[config.mk]
export PLATFORM = sky130hd
export DESIGN_NAME = fifo_ptr_ctrl
export DESIGN_NICKNAME = d
export VERILOG_FILES = /design/src/rtl/fifo_ptr_ctrl.sv
export SDC_FILE = /design/constraint.sdc
export NUM_CORES = 1
export LEC_CHECK = 0
export ABC_AREA = 0
export CAP_MARGIN = 20
export CORE_ASPECT_RATIO = 2
export CORE_MARGIN = 2
export CORE_UTILIZATION = 25
export DETAILED_ROUTE_END_ITERATION = 7
export PLACE_DENSITY = 0.59
export REMOVE_ABC_BUFFERS = 1
export SETUP_SLACK_MARGIN = 0.1
export SKIP_CTS_REPAIR_TIMING = 1
export SLEW_MARGIN = 20
export SYNTH_ARGS = -nofsm -noshare
export SYNTH_HDL_FRONTEND = slang
export SYNTH_SLANG_ARGS = --single-unit
[constraint.sdc]
create_clock -name clk_i -period 2 [get_ports clk_i]
set_input_delay 0.4 -clock clk_i [delete_from_list [all_inputs] [get_ports clk_i]]
set_output_delay 0.4 -clock clk_i [all_outputs]
set_load 0.005 [all_outputs]
[src/rtl/fifo_ptr_ctrl.sv]
// FIFO pointer/occupancy controller for an external storage array.
// Any DEPTH >= 2; sticky overflow/underflow flags; synchronous clear.
module fifo_ptr_ctrl #(
  parameter int DEPTH    = 4,
  parameter int AF_LEVEL = DEPTH - 1,
  parameter int AE_LEVEL = 1,
  localparam int PTR_W   = $clog2(DEPTH),
  localparam int CNT_W   = $clog2(DEPTH + 1)
) (
  input  logic             clk_i,
  input  logic             reset_i,
  input  logic             clear_i,
  input  logic             push_i,
  input  logic             pop_i,
  output logic             wr_en_o,
  output logic             rd_en_o,
  output logic [PTR_W-1:0] wr_ptr_o,
  output logic [PTR_W-1:0] rd_ptr_o,
  output logic [CNT_W-1:0] count_o,
  output logic             full_o,
  output logic             empty_o,
  output logic             almost_full_o,
  output logic             almost_empty_o,
  output logic             overflow_o,
  output logic             underflow_o
);

  localparam logic [PTR_W-1:0] PTR_LAST = PTR_W'(DEPTH - 1);
  localparam logic [CNT_W-1:0] CNT_FULL = CNT_W'(DEPTH);

  logic [PTR_W-1:0] wr_ptr_q, wr_ptr_d;
  logic [PTR_W-1:0] rd_ptr_q, rd_ptr_d;
  logic [CNT_W-1:0] count_q, count_d;
  logic             ovf_q, ovf_d;
  logic             udf_q, udf_d;
  logic             full, empty;

  assign full  = (count_q == CNT_FULL);
  assign empty = (count_q == '0);

  // A pop frees a slot in the same cycle, so push-while-full is legal then.
  assign rd_en_o = pop_i & ~empty & ~clear_i;
  assign wr_en_o = push_i & ~clear_i & (~full | rd_en_o);

  always_comb begin
    wr_ptr_d = wr_ptr_q;
    rd_ptr_d = rd_ptr_q;
    count_d  = count_q;
    ovf_d    = ovf_q | (push_i & ~wr_en_o & ~clear_i);
    udf_d    = udf_q | (pop_i & ~rd_en_o & ~clear_i);
    if (wr_en_o) begin
      wr_ptr_d = (wr_ptr_q == PTR_LAST) ? '0 : wr_ptr_q + PTR_W'(1);
    end
    if (rd_en_o) begin
      rd_ptr_d = (rd_ptr_q == PTR_LAST) ? '0 : rd_ptr_q + PTR_W'(1);
    end
    unique case ({wr_en_o, rd_en_o})
      2'b10:   count_d = count_q + CNT_W'(1);
      2'b01:   count_d = count_q - CNT_W'(1);
      default: count_d = count_q;
    endcase
    if (clear_i) begin
      wr_ptr_d = '0;
      rd_ptr_d = '0;
      count_d  = '0;
      ovf_d    = 1'b0;
      udf_d    = 1'b0;
    end
  end

  always_ff @(posedge clk_i or posedge reset_i) begin
    if (reset_i) begin
      wr_ptr_q <= '0;
      rd_ptr_q <= '0;
      count_q  <= '0;
      ovf_q    <= 1'b0;
      udf_q    <= 1'b0;
    end else begin
      wr_ptr_q <= wr_ptr_d;
      rd_ptr_q <= rd_ptr_d;
      count_q  <= count_d;
      ovf_q    <= ovf_d;
      udf_q    <= udf_d;
    end
  end

  assign wr_ptr_o       = wr_ptr_q;
  assign rd_ptr_o       = rd_ptr_q;
  assign count_o        = count_q;
  assign full_o         = full;
  assign empty_o        = empty;
  assign almost_full_o  = (32'(count_q) >= AF_LEVEL);
  assign almost_empty_o = (32'(count_q) <= AE_LEVEL);
  assign overflow_o     = ovf_q;
  assign underflow_o    = udf_q;

endmodule

======== After elaboration in Yosys (flattened, before gate mapping) ========
Cells that the tools add are included.
W data, S select, Z words.
word-level totals
  input bits .............................. 5
  output and inout port bits .............. 15
  bits in registers ....................... 9
cells by class
  mux-type cells .......................... 10
  magnitude comparators ................... 2
  bitwise logic cells ..................... 16
  equal/unequal tests ..................... 5
  add/sub/neg operators ................... 4
  reduce and logical (&&, ||, !) cells .... 4
operators with widths
  cell                   number
  $mux W2                6
  $and A1 B1 Y1          8
  $eq A2 B2 Y1 const B   3
  $pmux W3 S2            1
  $not A1 Y1             5
  $add A2 B1 Y2 const B  2
  $reduce_bool A2 Y1     2
  $add A3 B1 Y3 const B  1
  $eq A3 B3 Y1 const B   1
  $ge A3 B2 Y1 const B   1
  $le A3 B1 Y1 const B   1
  $logic_not A3 Y1       1
  $mux W3                1
  $or A1 B1 Y1           3
  $reduce_bool A3 Y1     1
  $sub A3 B1 Y3 const B  1
  $eq A2 B1 Y1 const B   1
  $mux W1                2

======== Longest topological paths before layout ========
Gate-level depths: netlist of the first run.
  depth in word-level cells ............... 11
  depth in mapped cells ................... 6
  mapped depth without buffers ............ 6

======== Least setup slack after synthesis of the first run ========
No wires, ideal clock.
  kind .................................... register to register
  from .................................... register count_q[1] (netlist: count_o[1])
  to ...................................... register count_q[0] (netlist: count_o[0])
  stages on the path, launching flop included .. 7
  library setup time ...................... 0.128 ns
  clock period less this slack ............ 1.729 ns
  path slack .............................. 0.271 ns
  arrival time ............................ 1.601 ns
  data required time ...................... 1.872 ns
  cell sequence ........................... dfrtp_1 -> inv_1 -> ha_1 -> and2_4 -> a211o_1 -> o21ai_1 -> mux2_1
on the way
  elaborated cells between the ends (all ways) .. 13
  those cells by class .................... 3 x eq/ne; 2 x mux; 6 x bitwise; 2 x reduce/logical
RTL lines
  element                                       line  text
  start, declared                               33    logic [CNT_W-1:0] count_q, count_d;
  start signal, assigned                        81    count_q <= count_d;
  $eq A3 B3 Y1 (*)                              38    assign full = (count_q == CNT_FULL);
  named net full_o                              20    output logic full_o,
  $not A1 Y1 (*)                                43    assign wr_en_o = push_i & ~clear_i & (~full | rd_en_o);
  $or A1 B1 Y1 (*)                              43
  $and A1 B1 Y1 (*)                             43
  $eq A2 B1 Y1 or $eq A2 B2 Y1 (tied branches)  57    unique case ({wr_en_o, rd_en_o})
  $pmux W3 S2                                   57
  $mux W3                                       62    if (clear_i) begin
The timed path passes the listed nets; every way through them passes the cells marked *.
A chain may end at the register's enable or synchronous reset.

======== Final worst setup path of the first run ========
  from .................................... register count_q[1] (netlist: count_o[1])
  to ...................................... output wr_en_o
on the way
  longest elaborated chain between the ends .. 6
  elaborated cells between the ends (all ways) .. 8
  those cells by class .................... 1 x eq/ne; 6 x bitwise; 1 x reduce/logical
RTL lines
  element                     line  text
  $logic_not A3 Y1            39    assign empty = (count_q == '0);
  $not A1 Y1                  42    assign rd_en_o = pop_i & ~empty & ~clear_i;
  $and A1 B1 Y1 (2 in a row)  42
  $or A1 B1 Y1 (*)            43
  $and A1 B1 Y1 (*)           43
  end, declared               15    output logic wr_en_o,
Mark *: on every way between the ends. The rest lies on a longest branch, timed or not.

==> metrics, run 1 <==
DR WL met3=78 um; Pleak=0.574 nW; worst-path cell with the longest stage delay=dfrtp_1; placed insts=127; dpl cell area=985 um2; Syn Inst Count=70; remaining global-route overflow=0; crit path buf inv count=4; RR Endpoint=wr_ptr_o[0]$_DFFE_PP0P_; VDD IR-drop max=0.595 mV; critical path launch point type=flip-flop; max cap viols=0; critical-path cell list=inv_2 -> ha_4 -> buf_4 -> a211o_4 -> inv_1 -> dlymetal6s2s_1; Worst EP arrival=1.47 ns; final setup margin=0.128 ns; Num CTS Buffers=3; Final Instance Count excl. Fillers=132; Ys Warns=0; mapped cell area=703 um2; Slew @ Worst Pin=0.350 ns; Final Hold Slack=0.443 ns; sequential share of the synthesized area=32.0%; max frequency=534 MHz; Final Util=40.1%; Post-Route WL=1.67 mm; Post-Place Setup Slack=-0.253 ns; wire per inst=12.7 um; M1 WL=690 um; CP max stage delay=0.38 ns; vias in the first global route=619; root buf cell=clkbuf_8; CP delay by family, top=flip-flops; initial antenna violation count=0; met2 WL=889 um; Initial Util=26.0%; TritonRoute pass-1 iters=4; CTS tree=done; die extent in y=79 um; n_diodes=0; maximum buffer depth of the clock tree=2; synthesis-to-finish area growth=54.1%; ratio of cells with drive above 1 in the final layout=30.1%; CP required=1.60 ns; drt first-iter violations=13; Slew HR=76.6%; Max H-tree Level=1; Detail Route Antenna Nets=0; period utilization=93.6%; Die W=41.5 um; max-slew violation count=0; DR vias=626; FF+latch count, synth=9; nets=116; clock latency at the later pin of the worst-skew pair=0.23 ns; Vias/cell=4.74; IO Port Bufs=19; Detail Placement HPWL=1.31 mm; largest net degree at the start of global routing=12; area of the core=0.00270 mm2; I/O Pins=20; hold crit path type=input pin to asynchronous set/reset pin; Top Layer Used=met4; CTS clk-pin slew, worst paths=0.04 ns; Final setup viols=0; global-route wire length before repair=2.86 mm; reg-to-reg slack, setup=0.37 ns; RSZ-0062 raised after global routing=yes; design area=0.00108 mm2; final sum of negative setup slack=0 ns; maximum fanout along the worst path=4; FF-to-FF path depth=6; Critical Path Sink Type=output pin; Final min period=1.87 ns; library cells used by synthesis=34; Hold Vio Cnt, Final=0; Stages on worst setup path=6; Clock Skews=0.00164 ns; status=complete, no violations; DRC=0; Design Power=1.35 mW; Rows=27; GPL Wtd Cong=0.716; RR Startpoint=count_o[1]$_DFFE_PP0P_; synthesized area per cell=10.0 um2; Crit Path Category=flip-flop to output pin; PD cells=1240 mW/mm2; gr usage total=11.0%; Clock Sinks=9; Die Area=0.00328 mm2
==> Yosys cell counts <==
master     n  area, um2
nor2b_1    2       12.5
and2_4     1       8.76
or3_1      1       6.26
dfrtp_1    9        225
buf_6      1       11.3
nor2_1    11       41.3
nand2_1    1       3.75
ha_1       7       87.6
o31ai_1    1       7.51
a22o_1     1       8.76
clkbuf_1   1       3.75
inv_6      1       8.76
a31oi_1    2       12.5
nand3b_1   1       7.51
xnor2_1    1       8.76
mux2_1     1       11.3
o21ai_1    1       5.00
o221ai_1   1       8.76
mux2i_1    3       30.0
buf_4      1       7.51
inv_1      5       18.8
a211o_1    1       8.76
a211o_4    1       17.5
buf_12     1       20.0
o21ai_0    1       5.00
nor2_4     1       11.3
o41ai_1    1       8.76
nor4_2     1       12.5
a21oi_1    4       20.0
a311oi_1   1       8.76
inv_2      1       3.75
o21ai_4    1       16.3
mux2_4     2       30.0
nor3_1     1       5.00
==> registers in the layout, indices dropped and copies added, names as in the netlist <==
signal       flops
count_o          3
overflow_o       1
rd_ptr_o         2
underflow_o      1
wr_ptr_o         2
==> worst register-to-register path: stages (launching register included) <==
cell     delay [ns]
dfrtp_1        0.38
inv_2          0.07
ha_4           0.18
buf_4          0.14
a211o_4        0.31
buf_4          0.14
mux2_4         0.28
==> cells in the final DEF (no fill, tap or decap), types with 2 or more instances in the layout <==
| cell type | netlist | routed |
|---|---|---|
| a21oi_1 | 4 | 4 |
| a31oi_1 | 2 | 2 |
| buf_4 | 1 | 13 |
| clkbuf_8 | 0 | 3 |
| clkdlybuf4s50_1 | 0 | 12 |
| dfrtp_1 | 9 | 9 |
| dlymetal6s2s_1 | 0 | 7 |
| ha_1 | 7 | 5 |
| inv_1 | 5 | 3 |
| inv_2 | 1 | 2 |
| mux2_4 | 2 | 2 |
| mux2i_1 | 3 | 3 |
| nor2_1 | 11 | 10 |
| nor2_4 | 1 | 2 |
| nor2b_1 | 2 | 2 |
| o21ai_1 | 1 | 2 |
==> power by group <==
| group | switching, mW | internal (mW) |
|---|---|---|
| logic | 0.380 | 0.488 |
| registers | 0.0424 | 0.230 |
| clock network | 0.0664 | 0.138 |
==> cell families (layout without fill, tap and decap cells) <==
family / count (synthesis) / count (layout) / share of synthesized area (%)
AOI/OAI and AO/OA: 16 / 16 / 18.2
xor gates and xnor gates: 1 / 1 / 1.25
adders and majority gates: 7 / 7 / 12.5
buffers and inverters: 11 / 44 / 10.5
DFF: 9 / 9 / 32.0
muxes: 6 / 6 / 10.1
and+or+nand+nor: 20 / 20 / 15.5
==> how the worst max path moves through the flow <==
stage	from	endpoint
after floorplan	count_o[1]$_DFFE_PP0P_	count_o[0]$_DFFE_PP0P_
after global placement	pop_i	wr_en_o
after detailed placement	pop_i	wr_en_o
after CTS	pop_i	wr_en_o
after global routing	count_o[1]$_DFFE_PP0P_	wr_en_o
final	count_o[1]$_DFFE_PP0P_	wr_en_o
==> final cells by class <==
cell class	instances	area, um2
well taps	29	36.3
inverters	7	33.8
repair buffers	33	317
fillers	302	1620
multi-input cells	50	427
clock buffers	4	45.0
flip-flops and latches	9	225
==> per-layer routing <==
| layer | vias to the layer above | GRT usage, % |
|---|---|---|
| li1 | 310 | - |
| met1 | 295 | 12.3 |
| met2 | 19 | 19.2 |
| met3 | 2 | 2.05 |
| met4 | 0 | 5.81 |
| met5 | - | 0 |
Note: power is estimated with default switching activity, not from simulation.
==> run 2: changes to the inputs <==
- REMOVE_ABC_BUFFERS: 1 -> not set
==> metrics, run 2 (same netlist as run 1, synthesis figures left out) <==
nets=115; DRC=0; final sum of negative setup slack=0 ns; Crit Path Category=flip-flop to output pin; largest net degree at the start of global routing=12; Slew HR=75.2%; Post-Place Setup Slack=-0.276 ns; PD cells=1230 mW/mm2; Vias/cell=4.96; DR vias=650; RSZ-0062 raised after global routing=yes; CP required=1.60 ns; hold crit path type=input pin to asynchronous set/reset pin; Critical Path Sink Type=output pin; CTS clk-pin slew, worst paths=0.05 ns; I/O Pins=20; Final min period=1.98 ns; Worst EP arrival=1.58 ns; synthesis-to-finish area growth=51.4%; Final setup viols=0; worst-path cell with the longest stage delay=clkdlybuf4s50_1; Rows=27; status=complete, no violations; Post-Route WL=1.70 mm; Num CTS Buffers=3; period utilization=99.2%; Initial Util=26.0%; IO Port Bufs=19; Int Pwr=0.832 mW; VDD IR-drop max=0.557 mV; Detail Route Antenna Nets=0; max cap viols=0; remaining global-route overflow=0; area of the core=0.00270 mm2; Hold Vio Cnt, Final=0; Die W=41.5 um; CP delay by family, top=buffers and inverters; Final Hold Slack=0.439 ns; Mapped Nets=82; max reg flops=3; initial antenna violation count=0; Switch Pwr=0.476 mW; drt first-iter violations=9; TritonRoute pass-1 iters=4; Clock Sinks=9; Flop pwr share=20.5%; n_diodes=0; wire per inst=13.0 um; Pleak=0.562 nW; placed insts=127; die extent in y=79 um; Die Area=0.00328 mm2; final setup margin=0.0170 ns; Max H-tree Level=1; crit path buf inv count=3; vias in the first global route=691; Slew @ Worst Pin=0.372 ns; Clock Skews=0.00276 ns; Final Util=39.4%; GPL Wtd Cong=0.782; critical path launch point type=flip-flop; clock latency at the later pin of the worst-skew pair=0.23 ns; global-route wire length before repair=2.90 mm; root buf cell=clkbuf_8; maximum fanout along the worst path=5; CP max stage delay=0.51 ns; power share of the clock group=16.2%; max-slew violation count=0; Detail Placement HPWL=1.34 mm; ratio of cells with drive above 1 in the final layout=28.4%; gr usage total=11.2%; max frequency=504 MHz; Final Instance Count excl. Fillers=131; commonest non-fill, non-tap cell in the layout=buf_4; commonest non-fill, non-tap cells in the layout=buf_4 (13), clkdlybuf4s50_1 (12), nor2_1 (10); CTS tree=done; Comb power frac=63.4%; maximum buffer depth of the clock tree=2; critical-path cell list=inv_2 -> ha_4 -> inv_4 -> o21ai_4 -> nor2_1 -> clkdlybuf4s50_1; sw frac=36.4%
==> run 2: cell count changes in the layout (fill, tap and decap cells not counted), sizes merged <==
cell	before	now
buf	14	13
==> run 2: area by class of cell <==
type                    count  area, um2
inverters                   7       33.8
well taps                  29       36.3
flip-flops and latches      9        225
clock buffers               4       45.0
repair buffers             32        305
multi-input cells          50        419
fillers                   295       1640
==> run 2: worst paths after layout <==
kind / start / end / slack (ns) / depth (start not counted)
max in group asynchronous: reset_i / count_o[2]$_DFFE_PP0P_ / 1.29 / 2
worst min-delay path: reset_i / overflow_o$_DFF_PP0_ / 0.44 / 2
worst min register to register: underflow_o$_DFF_PP0_ / underflow_o$_DFF_PP0_ / 0.50 / 2
worst max register to register: count_o[2]$_DFFE_PP0P_ / count_o[0]$_DFFE_PP0P_ / 0.39 / 5
worst max-delay path: count_o[1]$_DFFE_PP0P_ / rd_en_o / 0.02 / 6
min in group clk_i: underflow_o$_DFF_PP0_ / underflow_o$_DFF_PP0_ / 0.50 / 2
==> run 2: per-stage QoR <==
stage                     power [mW]  area [um2]
after global routing            1.42        1060
final                           1.31        1060
after global placement          1.06         985
after CTS                       1.29        1030
after detailed placement        1.07         985
after floorplan                0.691         703
==> run 2: power groups by stage <==
| stage | Sequential (mW) | Clock [mW] | Combinational [mW] |
|---|---|---|---|
| floorplan | 0.279 | 0 | 0.412 |
| global placement | 0.268 | 0 | 0.792 |
| detailed placement | 0.269 | 0 | 0.800 |
| CTS | 0.266 | 0.217 | 0.805 |
| global route | 0.275 | 0.225 | 0.922 |
| finish | 0.268 | 0.211 | 0.829 |
==> run 2: routing by layer <==
| layer | track usage (%) | wire length (um) | vias to the layer above |
|---|---|---|---|
| li1 | - | - | 307 |
| met1 | 9.92 | 597 | 312 |
| met2 | 21.6 | 919 | 23 |
| met3 | 2.05 | 91 | 8 |
| met4 | 7.74 | 89 | 0 |
| met5 | 0 | 0 | - |
==> run 3: changes to the inputs <==
- GPL_ROUTABILITY_DRIVEN: not set -> 0
- SKIP_CTS_REPAIR_TIMING: 1 -> not set
==> metrics, run 3 (same netlist as run 1, synthesis figures left out) <==
Max H-tree Level=1; die extent in y=79 um; final sum of negative setup slack=0 ns; VDD IR-drop max=0.615 mV; CTS clk-pin slew, worst paths=0.05 ns; period utilization=90.0%; global-route wire length before repair=2.93 mm; Num CTS Buffers=3; clock latency at the later pin of the worst-skew pair=0.23 ns; drt first-iter violations=5; Final min period=1.80 ns; area of the core=0.00270 mm2; CTS tree=done; Hold Buf Count CTS=0; Clock Skews=0.00220 ns; Die Area=0.00328 mm2; nets=116; Worst EP arrival=1.40 ns; max cap viols=0; wire per inst=12.5 um; Crit Path Category=input pin to output pin; Die W=41.5 um; maximum fanout along the worst path=2; Detail Placement HPWL=1.34 mm; commonest non-fill, non-tap cell in the layout=buf_4; commonest non-fill, non-tap cells in the layout=buf_4 (13), clkdlybuf4s50_1 (12), nor2_1 (10); max reg flops=3; ratio of cells with drive above 1 in the final layout=31.1%; max-slew violation count=0; PD cells=1250 mW/mm2; Hold Vio Cnt, Final=0; n_diodes=0; Clock Sinks=9; Pleak=0.507 nW; Slew HR=74.2%; Final Util=38.7%; CP required=1.60 ns; Final setup viols=0; FF-to-FF path depth=6; synthesis-to-finish area growth=48.8%; hold crit path type=input pin to asynchronous set/reset pin; remaining global-route overflow=0; Initial Util=26.0%; initial antenna violation count=0; largest net degree at the start of global routing=12; RSZ-0062 raised after global routing=no; Vias/cell=4.95; final setup margin=0.200 ns; DR vias=654; maximum buffer depth of the clock tree=2; IO Port Bufs=19; Post-Route WL=1.65 mm; Mapped Nets=82; Critical Path Sink Type=output pin; critical path launch point type=input pin; root buf cell=clkbuf_8; Post-Place Setup Slack=-0.276 ns; Slew @ Worst Pin=0.386 ns; Rows=27; status=complete, no violations; TritonRoute pass-1 iters=4; vias in the first global route=702; DRC=0; gr usage total=11.3%; I/O Pins=20; max frequency=556 MHz; Detail Route Antenna Nets=0
==> run 3: changes by cell type in the layout (fill, tap and decap cells not counted), sizes merged <==
| cell | before | now |
|---|---|---|
| buf | 13 | 14 |
| dlygate4sd2 | 0 | 4 |
| clkbuf | 4 | 6 |
| dlymetal6s2s | 7 | 1 |
==> run 3: final cells by class <==
cell class,count,area [um2]
fill,298,1660
multi-input combinational,50,419
tap,29,36.3
clock buffer,4,45.0
timing repair buffer,33,287
inverter,7,33.8
sequential,9,225
==> run 3: routing by layer <==
metal	track usage, %	part of all wire [%]	up-vias
met1	10.1	35	311
met4	9.03	5.6	0
met3	1.82	4.4	8
met2	21.3	55	24
li1	-	-	311
met5	0	0	-
==> run 3: where the power goes <==
group | switching (mW) | leakage [nW] | internal, mW | total, mW
Clock | 0.0739 | 0.0228 | 0.139 | 0.213
Sequential | 0.0399 | 0.120 | 0.229 | 0.269
Combinational | 0.365 | 0.364 | 0.464 | 0.829
Total | 0.479 | 0.507 | 0.833 | 1.31
==> run 3: worst paths after layout <==
kind                                              from                      to  slack, ns
worst max register to register  count_o[1]$_DFFE_PP0P_  count_o[0]$_DFFE_PP0P_       0.39
worst min-delay path                           reset_i  count_o[1]$_DFFE_PP0P_       0.44
min in group clk_i               underflow_o$_DFF_PP0_   underflow_o$_DFF_PP0_       0.50
worst max-delay path                            push_i                 wr_en_o       0.20
worst min register to register   underflow_o$_DFF_PP0_   underflow_o$_DFF_PP0_       0.50
max in group asynchronous                      reset_i  count_o[2]$_DFFE_PP0P_       1.28
==> run 3: repair_timing <==
action	4_1_cts	5_1_grt
endpoints found under the setup margin	6	3
resized for setup	12	6
setup buffers	1	0
==> run 3: worst max-delay path, stage by stage <==
cell,delay (ns)
clkdlybuf4s50_1,0.48
inv_1,0.06
a211o_4,0.31
inv_1,0.05
clkbuf_2,0.10
==> run 3: metrics by stage <==
step / hold slack (ns) / power, mW / instance area [um2] / instances
finish: 0.445 / 1.31 / 1050 / 132
global route: 0.491 / 1.43 / 1050 / 132
CTS: 0.452 / 1.33 / 1050 / 132
detailed placement: 0.492 / 1.07 / 985 / 127
global placement: 0.484 / 1.06 / 985 / 127
floorplan: 0.228 / 0.691 / 703 / 70
